--- src/rtl/enc_event_queue.sv ---
// enc_event_queue
//   Captures encoded request events from the upstream priority encoder into a
//   small FIFO and presents them to the dispatcher over a valid/ready handshake.
//   With DEDUP=1 only a new event (valid rising, or code change while valid)
//   is queued; with DEDUP=0 every valid cycle is queued. Events that arrive
//   while the queue is full (and nothing pops) are dropped, flagged by a
//   sticky overflow bit and counted by a saturating drop counter.
//
// Ports
//   clk, rst    : clock, synchronous active-high reset
//   y_in        : encoded code, meaningful when valid_in is high
//   valid_in    : encoder valid
//   out_ready   : consumer takes out_code this cycle
//   clr_ovf     : clears overflow and drop_cnt (wins over a same-cycle drop)
//   out_code    : registered head-of-queue code
//   out_valid   : queue non-empty
//   level       : occupancy 0..DEPTH
//   full/empty  : level == DEPTH / level == 0
//   overflow    : sticky, an event was dropped
//   drop_cnt    : saturating count of dropped events
module enc_event_queue #(
    parameter int DEPTH  = 4,
    parameter int CODE_W = 2,
    parameter int DEDUP  = 1,
    parameter int DROP_W = 8
) (
    input  logic                     clk,
    input  logic                     rst,
    input  logic [CODE_W-1:0]        y_in,
    input  logic                     valid_in,
    input  logic                     out_ready,
    input  logic                     clr_ovf,
    output logic [CODE_W-1:0]        out_code,
    output logic                     out_valid,
    output logic [$clog2(DEPTH):0]   level,
    output logic                     full,
    output logic                     empty,
    output logic                     overflow,
    output logic [DROP_W-1:0]        drop_cnt
);
    localparam int AW = $clog2(DEPTH);
    localparam int LW = AW + 1;

    logic [CODE_W-1:0] mem [DEPTH];
    logic [AW-1:0]     wr_ptr, rd_ptr, rd_nxt;
    logic              last_valid;
    logic [CODE_W-1:0] last_code;
    logic              ev, pop, push, drop;
    logic [LW-1:0]     level_nxt;
    logic [CODE_W-1:0] head_nxt;

    always_comb begin
        ev   = valid_in && ((DEDUP == 0) || !last_valid || (y_in != last_code));
        pop  = out_valid && out_ready;
        push = ev && (!full || pop);
        drop = ev && full && !pop;

        level_nxt = level;
        if (push && !pop)
            level_nxt = level + LW'(1);
        else if (pop && !push)
            level_nxt = level - LW'(1);

        rd_nxt = pop ? rd_ptr + AW'(1) : rd_ptr;
        // The entry being written this cycle becomes the head only when the
        // queue is empty after the pop; otherwise the head is already stored.
        head_nxt = (push && (wr_ptr == rd_nxt)) ? y_in : mem[rd_nxt];
    end

    // Storage carries no reset; occupancy tracking makes stale entries invisible.
    always_ff @(posedge clk) begin
        if (!rst && push)
            mem[wr_ptr] <= y_in;
    end

    always_ff @(posedge clk) begin
        if (rst) begin
            wr_ptr     <= '0;
            rd_ptr     <= '0;
            level      <= '0;
            full       <= 1'b0;
            empty      <= 1'b1;
            out_valid  <= 1'b0;
            out_code   <= '0;
            last_valid <= 1'b0;
            last_code  <= '0;
            overflow   <= 1'b0;
            drop_cnt   <= '0;
        end else begin
            last_valid <= valid_in;
            if (valid_in)
                last_code <= y_in;

            if (push)
                wr_ptr <= wr_ptr + AW'(1);
            rd_ptr    <= rd_nxt;
            level     <= level_nxt;
            full      <= (level_nxt == LW'(DEPTH));
            empty     <= (level_nxt == '0);
            out_valid <= (level_nxt != '0);

            // Head register only moves when the queue changes and stays
            // non-empty, so it holds while idle or stalled.
            if ((push || pop) && (level_nxt != '0))
                out_code <= head_nxt;

            if (clr_ovf) begin
                overflow <= 1'b0;
                drop_cnt <= '0;
            end else if (drop) begin
                overflow <= 1'b1;
                if (drop_cnt != '1)
                    drop_cnt <= drop_cnt + DROP_W'(1);
            end
        end
    end
endmodule
--- config.mk ---
export PLATFORM = sky130hd
export DESIGN_NAME = enc_event_queue
export DESIGN_NICKNAME = d
export VERILOG_FILES = /design/src/rtl/enc_event_queue.sv
export SDC_FILE = /design/constraint.sdc
export NUM_CORES = 1
export LEC_CHECK = 0
export ABC_AREA = 0
export CORE_ASPECT_RATIO = 1.75
export CORE_MARGIN = 2
export CORE_UTILIZATION = 47
export CTS_CLUSTER_DIAMETER = 120
export DETAILED_ROUTE_END_ITERATION = 7
export GPL_TIMING_DRIVEN = 0
export MAX_ROUTING_LAYER = met4
export PLACE_DENSITY_LB_ADDON = 0.08
export SLEW_MARGIN = 20
export SYNTH_ARGS = -nofsm -noshare
export SYNTH_HDL_FRONTEND = slang
export SYNTH_SLANG_ARGS = --single-unit
--- constraint.sdc ---
create_clock -name clk -period 5.1 [get_ports clk]
set_input_delay 0.51 -clock clk [delete_from_list [all_inputs] [get_ports clk]]
set_output_delay 0.51 -clock clk [all_outputs]
set_load 0.03 [all_outputs]
# Word-level counts from Yosys, hierarchy flattened
# Memory sizes are Yosys's and may differ from the RTL's. A register that Yosys moved wholly into a read port is not among the register bits.
# Cells that the tools add are included.
[word_totals]
regBits = 22
mem_bits_rw = 8
inputBits = 7
out_inout_bits = 17
mem_count = 1
[op_classes]
add_sub_neg = 5
eq_ne = 3
muxes = 5
n_reduce_logical = 21
[memory_table]
columns = ["name", "depth", "word_bits", "rd", "rd_ports_with_merged_regs", "write_ports", "line_no", "rtl"]
rows = [
  ["mem", 4, 2, 1, 1, 1, "44", "logic [CODE_W-1:0] mem [DEPTH];"],
]
[ops]
columns = ["op", "n"]
rows = [
  ["1-bit logical AND", 9],
  ["8-bit by 1-bit adder with 8-bit output, second input constant", 1],
  ["8-bit != test, second input constant", 1],
  ["3-bit 2-to-1 mux", 2],
  ["1-bit zero test", 5],
  ["2-bit by 1-bit adder with 2-bit output, second input constant", 2],
  ["3-bit by 1-bit adder with 3-bit output, second input constant", 1],
  ["3-bit equality test, second input constant", 1],
  ["3-bit zero test", 1],
  ["1-bit logical OR", 3],
  ["3-bit nonzero test", 1],
  ["3-bit by 1-bit subtractor with 3-bit output, second input constant", 1],
  ["1-bit 2-to-1 mux", 2],
  ["2-bit 2-to-1 mux", 1],
  ["2-bit != test", 1],
  ["2-bit AND reduction", 1],
  ["2-bit OR reduction", 1],
]

# Longest topological paths before layout
# Gate-level depths: netlist of the first run.
[depth]
ltp_word = 10
mapped_depth = 7
depth_no_buf = 7

# Least setup slack after synthesis of the first run
# OpenSTA, ideal clock, no wires.
[synth_path]
kind = "register to register"
startpoint = "register out_valid"
endpoint = "register out_code[0], read port of mem"
setup_time_ns = 0.122
arrival_ns = 2.002
required_ns = 4.978
slack_ns = 2.976
stages_incl_launch_ff = 7
synth_period_minus_slack_ns = 2.124
path_cell_list = "dfxtp_1 -> and2_1 -> buf_6 -> xnor2_4 -> mux4_2 -> mux2_2 -> o311a_1"
[synth_via]
elab_chain_len = 9
[synth_lines]
columns = ["item", "line_no", "rtl"]
rows = [
  ["from (decl)", "34", "output logic out_valid,"],
  ["from (signal assigned)", "100", "out_valid <= (level_nxt != '0);"],
  ["1-bit logical AND *", "54", "pop = out_valid && out_ready;"],
  ["1-bit logical OR", "55", "push = ev && (!full || pop);"],
  ["1-bit logical AND", "55", ""],
  ["1-bit zero test", "61", "else if (pop && !push)"],
  ["1-bit logical AND", "61", ""],
  ["3-bit 2-to-1 mux", "61", ""],
  ["3-bit 2-to-1 mux", "59", "if (push && !pop)"],
  ["3-bit nonzero test", "104", "if ((push || pop) && (level_nxt != '0))"],
  ["1-bit logical AND", "104", ""],
  ["to (decl)", "33", "output logic [CODE_W-1:0] out_code,"],
]
# Mark *: on every way between the ends. The rest lies on a longest branch, timed or not.
# A chain may end at the register's enable or synchronous reset.

# Worst setup path after layout of the first run
[layout_path]
startpoint = "input port y_in[1]"
endpoint = "register out_code[0], read port of mem"
[layout_via]
elab_chain_len = 10
[layout_lines]
columns = ["item", "line_no", "rtl"]
rows = [
  ["from (decl)", "29", "input logic [CODE_W-1:0] y_in,"],
  ["2-bit != test *", "53", "ev = valid_in && ((DEDUP == 0) || !last_valid || (y_in != last_code));"],
  ["1-bit logical OR *", "53", ""],
  ["1-bit logical AND *", "53", ""],
  ["1-bit logical AND *", "55", ""],
  ["1-bit zero test", "61", ""],
  ["1-bit logical AND", "61", ""],
  ["3-bit 2-to-1 mux", "61", ""],
  ["3-bit 2-to-1 mux", "59", ""],
  ["3-bit nonzero test", "104", ""],
  ["1-bit logical AND *", "104", ""],
]
# Marks and branches as above.

==> results.cfg, run 1 <==
[run_status]
status = complete, no violations

[timing]
rsz0062_at_grt = no
fin_crit_sh = 0.527
setup_viol_count_final = 0
slew_viol_final = 0
setup_tns_ns = 0
tightest_slew_ns = 0.562
fin_crit_ns = 2.69
hold_violations = 0
timing.fmax_mhz = 372
finClkSkew_ns = 0.00321
relSlewSlack = 0.619

[worst_setup_path]
cp_max_fo = 7
crit_chain = clkdlybuf4s50_1 -> xor2_2 -> o311ai_1 -> o2111ai_1 -> a221oi_2 -> o21bai_1 -> o311a_1
crit_required_ns = 5.27
max_stage_delay_ns = 0.64
cp_slowest_cell = clkdlybuf4s50_1
crit_type = in2reg
cp-end-kind = flop
crit_path_start_kind = primary input
cp.arrival_ns = 2.86
reg2reg_depth = 6

[synthesis]
synth_cell_types = 45
synthFlopType = dfxtp_1
syn_inst = 149
syn_nets = 163
synth_area_per_cell_um2 = 10.8
ys_warn_count = 0
yosys.area_share.xor_xnor = 0.106
synth_edf_count = 8
synth_compound_area_frac = 0.137
synth_adder_area_share = 0.0546
yosys.area_share.simple = 0.161
synth_common_cells = 24 x dfxtp_1, 19 x nor2_1, 9 x nand2_1
synth_top_family_by_area = simple AND/OR/NAND/NOR gates
synth_area_leader_cell = dfxtp_1
synth.area.top_cells = dfxtp_1 30%, edfxtp_1 15%, ha_1 5.5%
netlist_area_um2 = 1600
synth_top_area_share = 0.300
ys_seq_elements = 32
asyncSetResetFlopFracSynth = 0
synthMuxAreaShare = 0.0608
ys_seq_area_frac = 0.449
yosysMostFrequentCell = dfxtp_1

[grt]
grt_max_degree = 11
use_met2 = 0.330
grtUsageTotal = 0.195
grt_first_pass_wirelength_um = 5090
use_met1 = 0.191
grt_pass1_vias = 1133
globalRoute.busiestLayer = met2
antenna_found_initial = 0
gr-total-overflow = 0
globalRouteMet3Util = 0.0533

[die]
initial_core_util = 0.482
dieArea_um2 = 3910
rows = 28
die_w_um = 48.2
core-area_um2 = 3330
die_y_um = 81.3
top_level_ports = 24

[drt]
routed_wl_um = 3130
postRouteAntennaNets = 0
drt_iter0_drc = 44
vias = 1177
drt_pass1_iterations = 4
route.detailed.drc = 0
vias_per_cell = 5.30
post_drt_wl_per_cell_um = 14.1

[placement]
post-dp-hpwl_um = 2420
gp_congestion = 0.766
io_buffer_count = 22
place_inst = 216

[power]
peakVddDrop_mv = 0.252
p_int_mw = 0.486
combPwrFrac = 0.327
switching_share = 0.321
p_seq_frac = 0.430
switchingPower_mw = 0.230
power.leakage_nw = 0.728
clock_power_share = 0.243
p_per_area_nw_per_um2 = 366

[finish]
fillers = 311
final_cell_count_no_fill = 222
nets = 192
antennaDiodeCount = 0
syn_to_final_growth_pct = 21.8
drive_above_1_share = 0.130

[cts]
clock_sink_count = 32
cts_resized = 0
path_clk_slew_ns = 0.06
postCtsHoldBufs = 0
cts_setup_buffers = 0
cts.path.max_buffers = 2
numCtsBuffers = 5
cts-root-buf = clkbuf_8
clock_latency_ns = 0.28
cts_tree = done
htree_levels = 2

[hold_path]
min_path_cells = 2
hp-class = reg2reg

[job]
cap_viol_max_count = 0
[sequential cells by signal, summed over array words and instances (netlist names)]
register,flops
drop_cnt,8
empty,1
full,1
last_code,2
last_valid,1
level,3
mem,8
out_code,2
out_valid,1
overflow,1
rd_ptr,2
wr_ptr,2
[power by group through the flow]
stage	sequential (mW)	clock, mW	combinational, mW
finish	0.308	0.174	0.234
global route	0.310	0.190	0.256
CTS	0.308	0.177	0.236
floorplan	0.346	0	0.133
detailed placement	0.313	0	0.235
global placement	0.311	0	0.230
[per-layer routing]
layer | vias up | part of all wire
met5 | - | 0
met4 | 0 | 0.026
met3 | 8 | 0.040
met2 | 30 | 0.55
met1 | 562 | 0.38
li1 | 577 | -
[per-stage QoR]
| step | util | setup WS [ns] | cell area [um^2] | hold slack (ns) | power (mW) |
|---|---|---|---|---|---|
| 5_1_grt | 0.587 | 2.25 | 1950 | 0.501 | 0.756 |
| 2_1_floorplan | - | 2.98 | 1600 | 0.525 | 0.479 |
| 4_1_cts | 0.587 | 2.40 | 1950 | 0.489 | 0.721 |
| 3_5_place_dp | 0.565 | 2.13 | 1880 | 0.466 | 0.549 |
| 3_3_place_gp | 0.565 | 2.22 | 1880 | 0.464 | 0.541 |
| 6_report | 0.587 | 2.41 | 1950 | 0.485 | 0.716 |
[critical path, delay by kind of cell]
family / cells / cell delay (ns)
compound gates: 5 / 1.54
xor+xnor: 1 / 0.17
buf+inv: 1 / 0.64
[worst paths after layout]
check                                   from     endpoint  slack, ns
worst max-delay path                 y_in[1]  out_code[0]       2.41
worst max register to register  last_code[1]  out_code[0]       2.90
worst min register to register      overflow     overflow       0.48
worst min-delay path                overflow     overflow       0.48
[cell type report]
class	instances	area [um^2]	share of cell area
plain buffers	4	23.8	0.0122
repair buffers	22	220	0.113
well taps	45	56.3	0.0288
flip-flops and latches	32	721	0.369
clock buffers	6	72.6	0.0372
multi-input cells	106	833	0.427
inverters	7	26.3	0.0135
[layout by cell type (no fill, tap or decap), types with 2 or more instances in the layout]
cell type,Yosys,final
nor2b_1,2,2
inv_1,7,7
clkbuf_1,1,2
edfxtp_1,8,8
mux4_2,2,2
clkdlybuf4s50_1,0,22
mux2_2,2,2
mux2i_1,3,3
ha_1,7,7
nand3_1,3,3
nor2_1,19,19
clkbuf_8,0,5
nand2_1,9,9
o311a_1,2,2
o21ai_0,3,3
and2_1,8,8
and3_1,3,3
xor2_2,2,2
xnor2_1,5,5
dfxtp_1,24,24
xor2_1,5,5
a21oi_1,7,7
nand4_1,2,2
o21bai_1,2,2
[logic make-up after synthesis]
kind of cell,count (synthesis)
compound gates,26
mux,7
xor+xnor,14
fa+ha+maj,7
simple gates,52
flops,32
buf+inv,11
No activity file was read; power rests on OpenSTA's default activity.
==> run 2: changes to the inputs <==
Clock period 5.1 ns to 2.75 ns, I/O delays scaled along.
==> results of run 2 <==
The final DEF is identical to that of run 1. Status: complete, no violations.
Among the figures that moved: setup slack after placement 2.13 ns -> 0.0147 ns; setup slack after layout 2.41 ns -> 0.296 ns; hold slack 0.485 ns -> 0.325 ns; register-to-register setup slack 2.90 ns -> 0.55 ns; end point of the worst hold path overflow -> last_valid; total power 0.716 mW -> 1.33 mW; worst IR drop on VDD 0.252 mV -> 0.468 mV
==> run 3: changes to the inputs <==
Settings changed: CORE_ASPECT_RATIO 1.75 to default.
==> run 3 against run 2 <==
Against the previous run: largest power group unchanged; largest cell class unchanged; worst setup slack better by 0.14 ns; total power grew 0.89%; design area up 0.19%.
==> results.cfg, run 3 (synthesis gave the netlist of run 1 again) <==
[timing]
setup_tns_ns = 0
slew_viol_final = 0
fin_crit_ns = 2.32
tightest_slew_ns = 0.538
hold_violations = 0
timing.fmax_mhz = 432
rsz0062_at_grt = no
relSlewSlack = 0.639
setup_viol_count_final = 0
fin_crit_sh = 0.843
layout_setup_ws_ns = 0.433
finClkSkew_ns = 0.0106

[die]
rows = 21
top_level_ports = 24
initial_core_util = 0.485
die_y_um = 62.4
dieArea_um2 = 3900
core-area_um2 = 3310
die_w_um = 62.4

[finish]
reg_top3 = drop_cnt (8), mem (8), level (3)
final_cell_mix = 24 x dfxtp_1, 22 x clkdlybuf4s50_1, 19 x nor2_1
syn_to_final_growth_pct = 22.0
antennaDiodeCount = 0
final_common_cell = dfxtp_1
nets = 192
drive_above_1_share = 0.134

[power]
p_per_area_nw_per_um2 = 684
peakVddDrop_mv = 0.226
power.leakage_nw = 0.731
fin_total_pwr_mw = 1.34

[drt]
vias_per_cell = 5.13
route.detailed.drc = 0
vias = 1154
post_drt_wl_per_cell_um = 13.1
drt_pass1_iterations = 4
routed_wl_um = 2940
drt_iter0_drc = 47
postRouteAntennaNets = 0

[cts]
clock_sink_count = 32
cts-root-buf = clkbuf_4
cts_setup_buffers = 0
postCtsHoldBufs = 0
numCtsBuffers = 5
path_clk_slew_ns = 0.10
cts.path.max_buffers = 2
cts_tree = done
htree_levels = 2
cts_resized = 0
clock_latency_ns = 0.34

[grt]
gr-total-overflow = 0
grt_max_degree = 11
grtUsageTotal = 0.177
grt_pass1_vias = 1191
antenna_found_initial = 0
grt_first_pass_wirelength_um = 5180

[worst_setup_path]
timing.reg2reg.setup_slack_ns = 0.63
crit_required_ns = 2.97
cp-startpoint = y_in[1]
reg2reg_depth = 6
crit_end = out_code[1]
cp.arrival_ns = 2.54
reg2reg_from = last_code[1]
cp_max_fo = 7
crit_type = in2reg
r2r_end = out_code[1]
crit_path_start_kind = primary input
cp-end-kind = flop

[hold_path]
min_from = valid_in
hp-class = in2reg

[placement]
post-dp-hpwl_um = 2250
post-place-ws_ns = 0.100
io_buffer_count = 22
gp_congestion = 0.747

[run_status]
status = complete, no violations

[job]
cap_viol_max_count = 0
==> run 3: through the flow <==
step,area (um^2),util,hold slack (ns),instances
after floorplan,1600,-,0.374,149
after global placement,1880,0.568,0.461,217
after detailed placement,1880,0.568,0.467,217
after CTS,1960,0.591,0.253,225
after global routing,1960,0.591,0.264,225
final,1960,0.591,0.260,225
==> run 3: power by group <==
part	switching, mW	internal, mW	leakage (nW)
sequential	0.0382	0.530	0.269
clock	0.154	0.185	0.0403
combinational	0.230	0.202	0.422
total	0.422	0.917	0.731
==> run 3: routing by layer <==
metal,wire [um],global-route usage
met4,51,0.0750
met2,1420,0.289
met5,0,-
met3,112,0.0468
met1,1360,0.207
==> run 3: how the worst min path moves through the flow <==
stage	endpoint	depth (start not counted)
global placement	overflow	2
detailed placement	overflow	2
CTS	last_valid	2
finish	last_valid	2
global route	last_valid	2
floorplan	mem[0][0]	0
==> run 3: cell type report <==
type / count / area, um^2
plain buffers: 4 / 23.8
clock buffers: 5 / 37.5
clock inverters: 3 / 37.5
fillers: 322 / 1350
inverters: 7 / 26.3
multi-input cells: 106 / 833
flip-flops and latches: 32 / 721
well taps: 46 / 57.6
repair buffers: 22 / 220
==> run 3: worst max-delay path, stage by stage <==
cell             delay (ns)
clkdlybuf4s50_1        0.64
xor2_2                 0.16
o311ai_1               0.49
o2111ai_1              0.26
a221oi_2               0.46
o21bai_1               0.11
o311a_1                0.13
==> RTL edit (settings of run 3) <==
Make the reset (`rst`) asynchronous in one clocked block. Comments in the files are not updated.
--- a/src/rtl/enc_event_queue.sv
+++ b/src/rtl/enc_event_queue.sv
@@ -75,3 +75,3 @@
 
-    always_ff @(posedge clk) begin
+    always_ff @(posedge clk or posedge rst) begin
         if (rst) begin
Formal check against the unedited RTL: differs if rst is asserted again (counterexample within 4 cycles, from zero or initial values and one cycle with rst high); with rst held inactive, the same outputs for 10 cycles.
==> RTL edit against run 3 <==
- synthesized area decreased by 2.7%
- maximum frequency decreased by 5.3%
- critical path depth unchanged
- wire length decreased by 4.1%
- hold slack improved by 0.040 ns
- combinational power increased by 63%
- power increased by 22%
- design area decreased by 3.7%
- global-route usage increased by 0.99 points
- worst setup slack got worse by 0.13 ns
- largest power group is now combinational cells
- largest cell class is now sequential cells
- sequential cell count unchanged
==> RTL edit: results (changes against run 3) <==
Worst hold path
  • Hold Crit Class: in2reg (unchanged)

Synth
  • Post-synth top cells: dfrtp_1 (23), nor2_1 (14), xor2_1 (11) (was dfxtp_1 (24), nor2_1 (19), nand2_1 (9))
  • Top cells by area, synth: dfrtp_1 (37%), edfxtp_1 (15%), xor2_1 (6.2%), ha_1 (5.6%), mux2_2 (4.3%) (was dfxtp_1 (30%), edfxtp_1 (15%), ha_1 (5.5%), nor2_1 (4.4%), and2_1 (3.1%))
  • Post-synth net total: 143 (was 163)
  • Synth Area in Adders: 0.0561 (was 0.0546)
  • Proportion of synthesized area in mux cells: 0.0978 (was 0.0608)
  • XOR/XNOR Fraction of Synth Area: 0.0890 (was 0.106)
  • FFs w/ async S/R, synth: 0.750 (was 0)
  • Netlist cell types: 28 (was 45)
  • Prevailing post-synth register cell: dfrtp_1 (was dfxtp_1)
  • Compound-gate portion of the synthesized area: 0.0730 (was 0.137)
  • Sequential element share of the synthesized area: 0.540 (was 0.449)
  • EDFF count, synth: 8 (unchanged)

Clock tree
  • Postcts setup bufs: 0 (unchanged)
  • H-tree levels: 2 (unchanged)
  • Clock tree buffer depth: 2 (unchanged)
  • Num CTS Buffers: 5 (unchanged)

Global route
  • Total GRT Usage: 0.187 (was 0.177)
  • First-pass GRT wire length: 4760 µm (was 5180 µm)
  • Vias in the first global route: 1068 (was 1191)
  • Pin count of the biggest net entering global routing: 29 (was 11)

Detailed routing
  • DRT iter0 DRCs: 25 (was 47)
  • Routed met1 length: 1190 µm (was 1360 µm)
  • Drt pass-1 iters: 4 (unchanged)
  • DR vias: 1044 (was 1154)
  • Max Used Layer: met4 (unchanged)
  • Met2 wire len: 1500 µm (was 1420 µm)
  • Wire per inst: 13.9 µm (was 13.1 µm)
  • Met3 wire len: 91 µm (was 112 µm)

Place
  • Pre-CTS setup slack: -0.0254 ns (was 0.100 ns)
  • Final GP Congestion: 0.738 (was 0.747)
  • Placed Area: 1840 µm² (was 1880 µm²)
  • DP HPWL: 2070 µm (was 2250 µm)
  • Port Buffers: 22 (unchanged)

Outcome
  • Status: finished, final reports clean (unchanged)

Setup path
  • CP arrival: 2.66 ns (was 2.54 ns)
  • Worst Path Max Fanout: 9 (was 7)

STA
  • Slew at the pin with the worst max-slew slack: 0.966 ns (was 0.538 ns)
  • Clk_skew: 0.0181 ns (was 0.0106 ns)

Finish
  • Ant diodes: 0 (unchanged)
  • Share of layout cells above drive strength 1: 0.138 (was 0.134)
  • Final Net Count: 172 (was 192)
  • Fill cells: 288 (was 322)

Power
  • Pwr Density: 870 nW/µm² (was 684 nW/µm²)
  • Leakage: 0.000820 µW (was 0.000731 µW)
  • Worst IR Drop VDD: 0.000352 V (was 0.000226 V)
-- RTL edit: changes by cell type after synthesis, moves of 3 or more --
cell and delta:
dfxtp_1 -24, mux2_2 +4, and2_1 -7, dfrtp_1 +23
and3_1 +5, nor2_1 -5, xor2_1 +6, a21oi_1 -5
nand3_1 -3, o21ai_0 +3
-- RTL edit: final cells by class --
class,instances,share of cell area
plain buffers,2,0.00598
clock buffers,8,0.0259
inverters,9,0.0179
multi-input cells,86,0.357
flip-flops and latches,32,0.447
well taps,44,0.0292
repair buffers,22,0.117
-- RTL edit: where the power goes --
part,internal (µW),switching [µW]
Sequential,589,93.9
Clock,102,151
Combinational,330,374
Total,1020,619
-- RTL edit: layer usage --
layer,vias up,GRT usage
met5,-,-
met1,523,0.217
li1,498,-
met2,18,0.304
met3,5,0.0441
met4,0,0.0912
-- RTL edit: path summary, 6_finish.rpt --
| kind | start | endpoint | slack, ns | cells after the start |
|---|---|---|---|---|
| worst max-delay path | y_in[0] | out_code[1] | 0.30 | 7 |
| max in group asynchronous | rst | rd_ptr[1] | 1.70 | 2 |
| worst max register to register | last_code[0] | out_code[1] | 0.46 | 6 |
| worst min-delay path | clr_ovf | drop_cnt[3] | 0.30 | 2 |
| worst min register to register | overflow | overflow | 0.51 | 2 |
| min in group asynchronous | rst | level[0] | 0.45 | 2 |
-- RTL edit: critical path, cell delays in order --
cell and delay, ns:
clkdlybuf4s50_1 0.63, xor2_1 0.15, o31ai_4 0.54, mux2i_1 0.38
a22oi_2 0.13, o21ai_2 0.20, mux2_2 0.35
-- RTL edit: through the flow --
stage,cells,power (µW),TNS [ns]
after floorplan,129,1180,0
after global placement,195,1370,0
after detailed placement,195,1400,-0.0444
after CTS,203,1660,0
after global routing,203,1770,0
final,203,1640,0
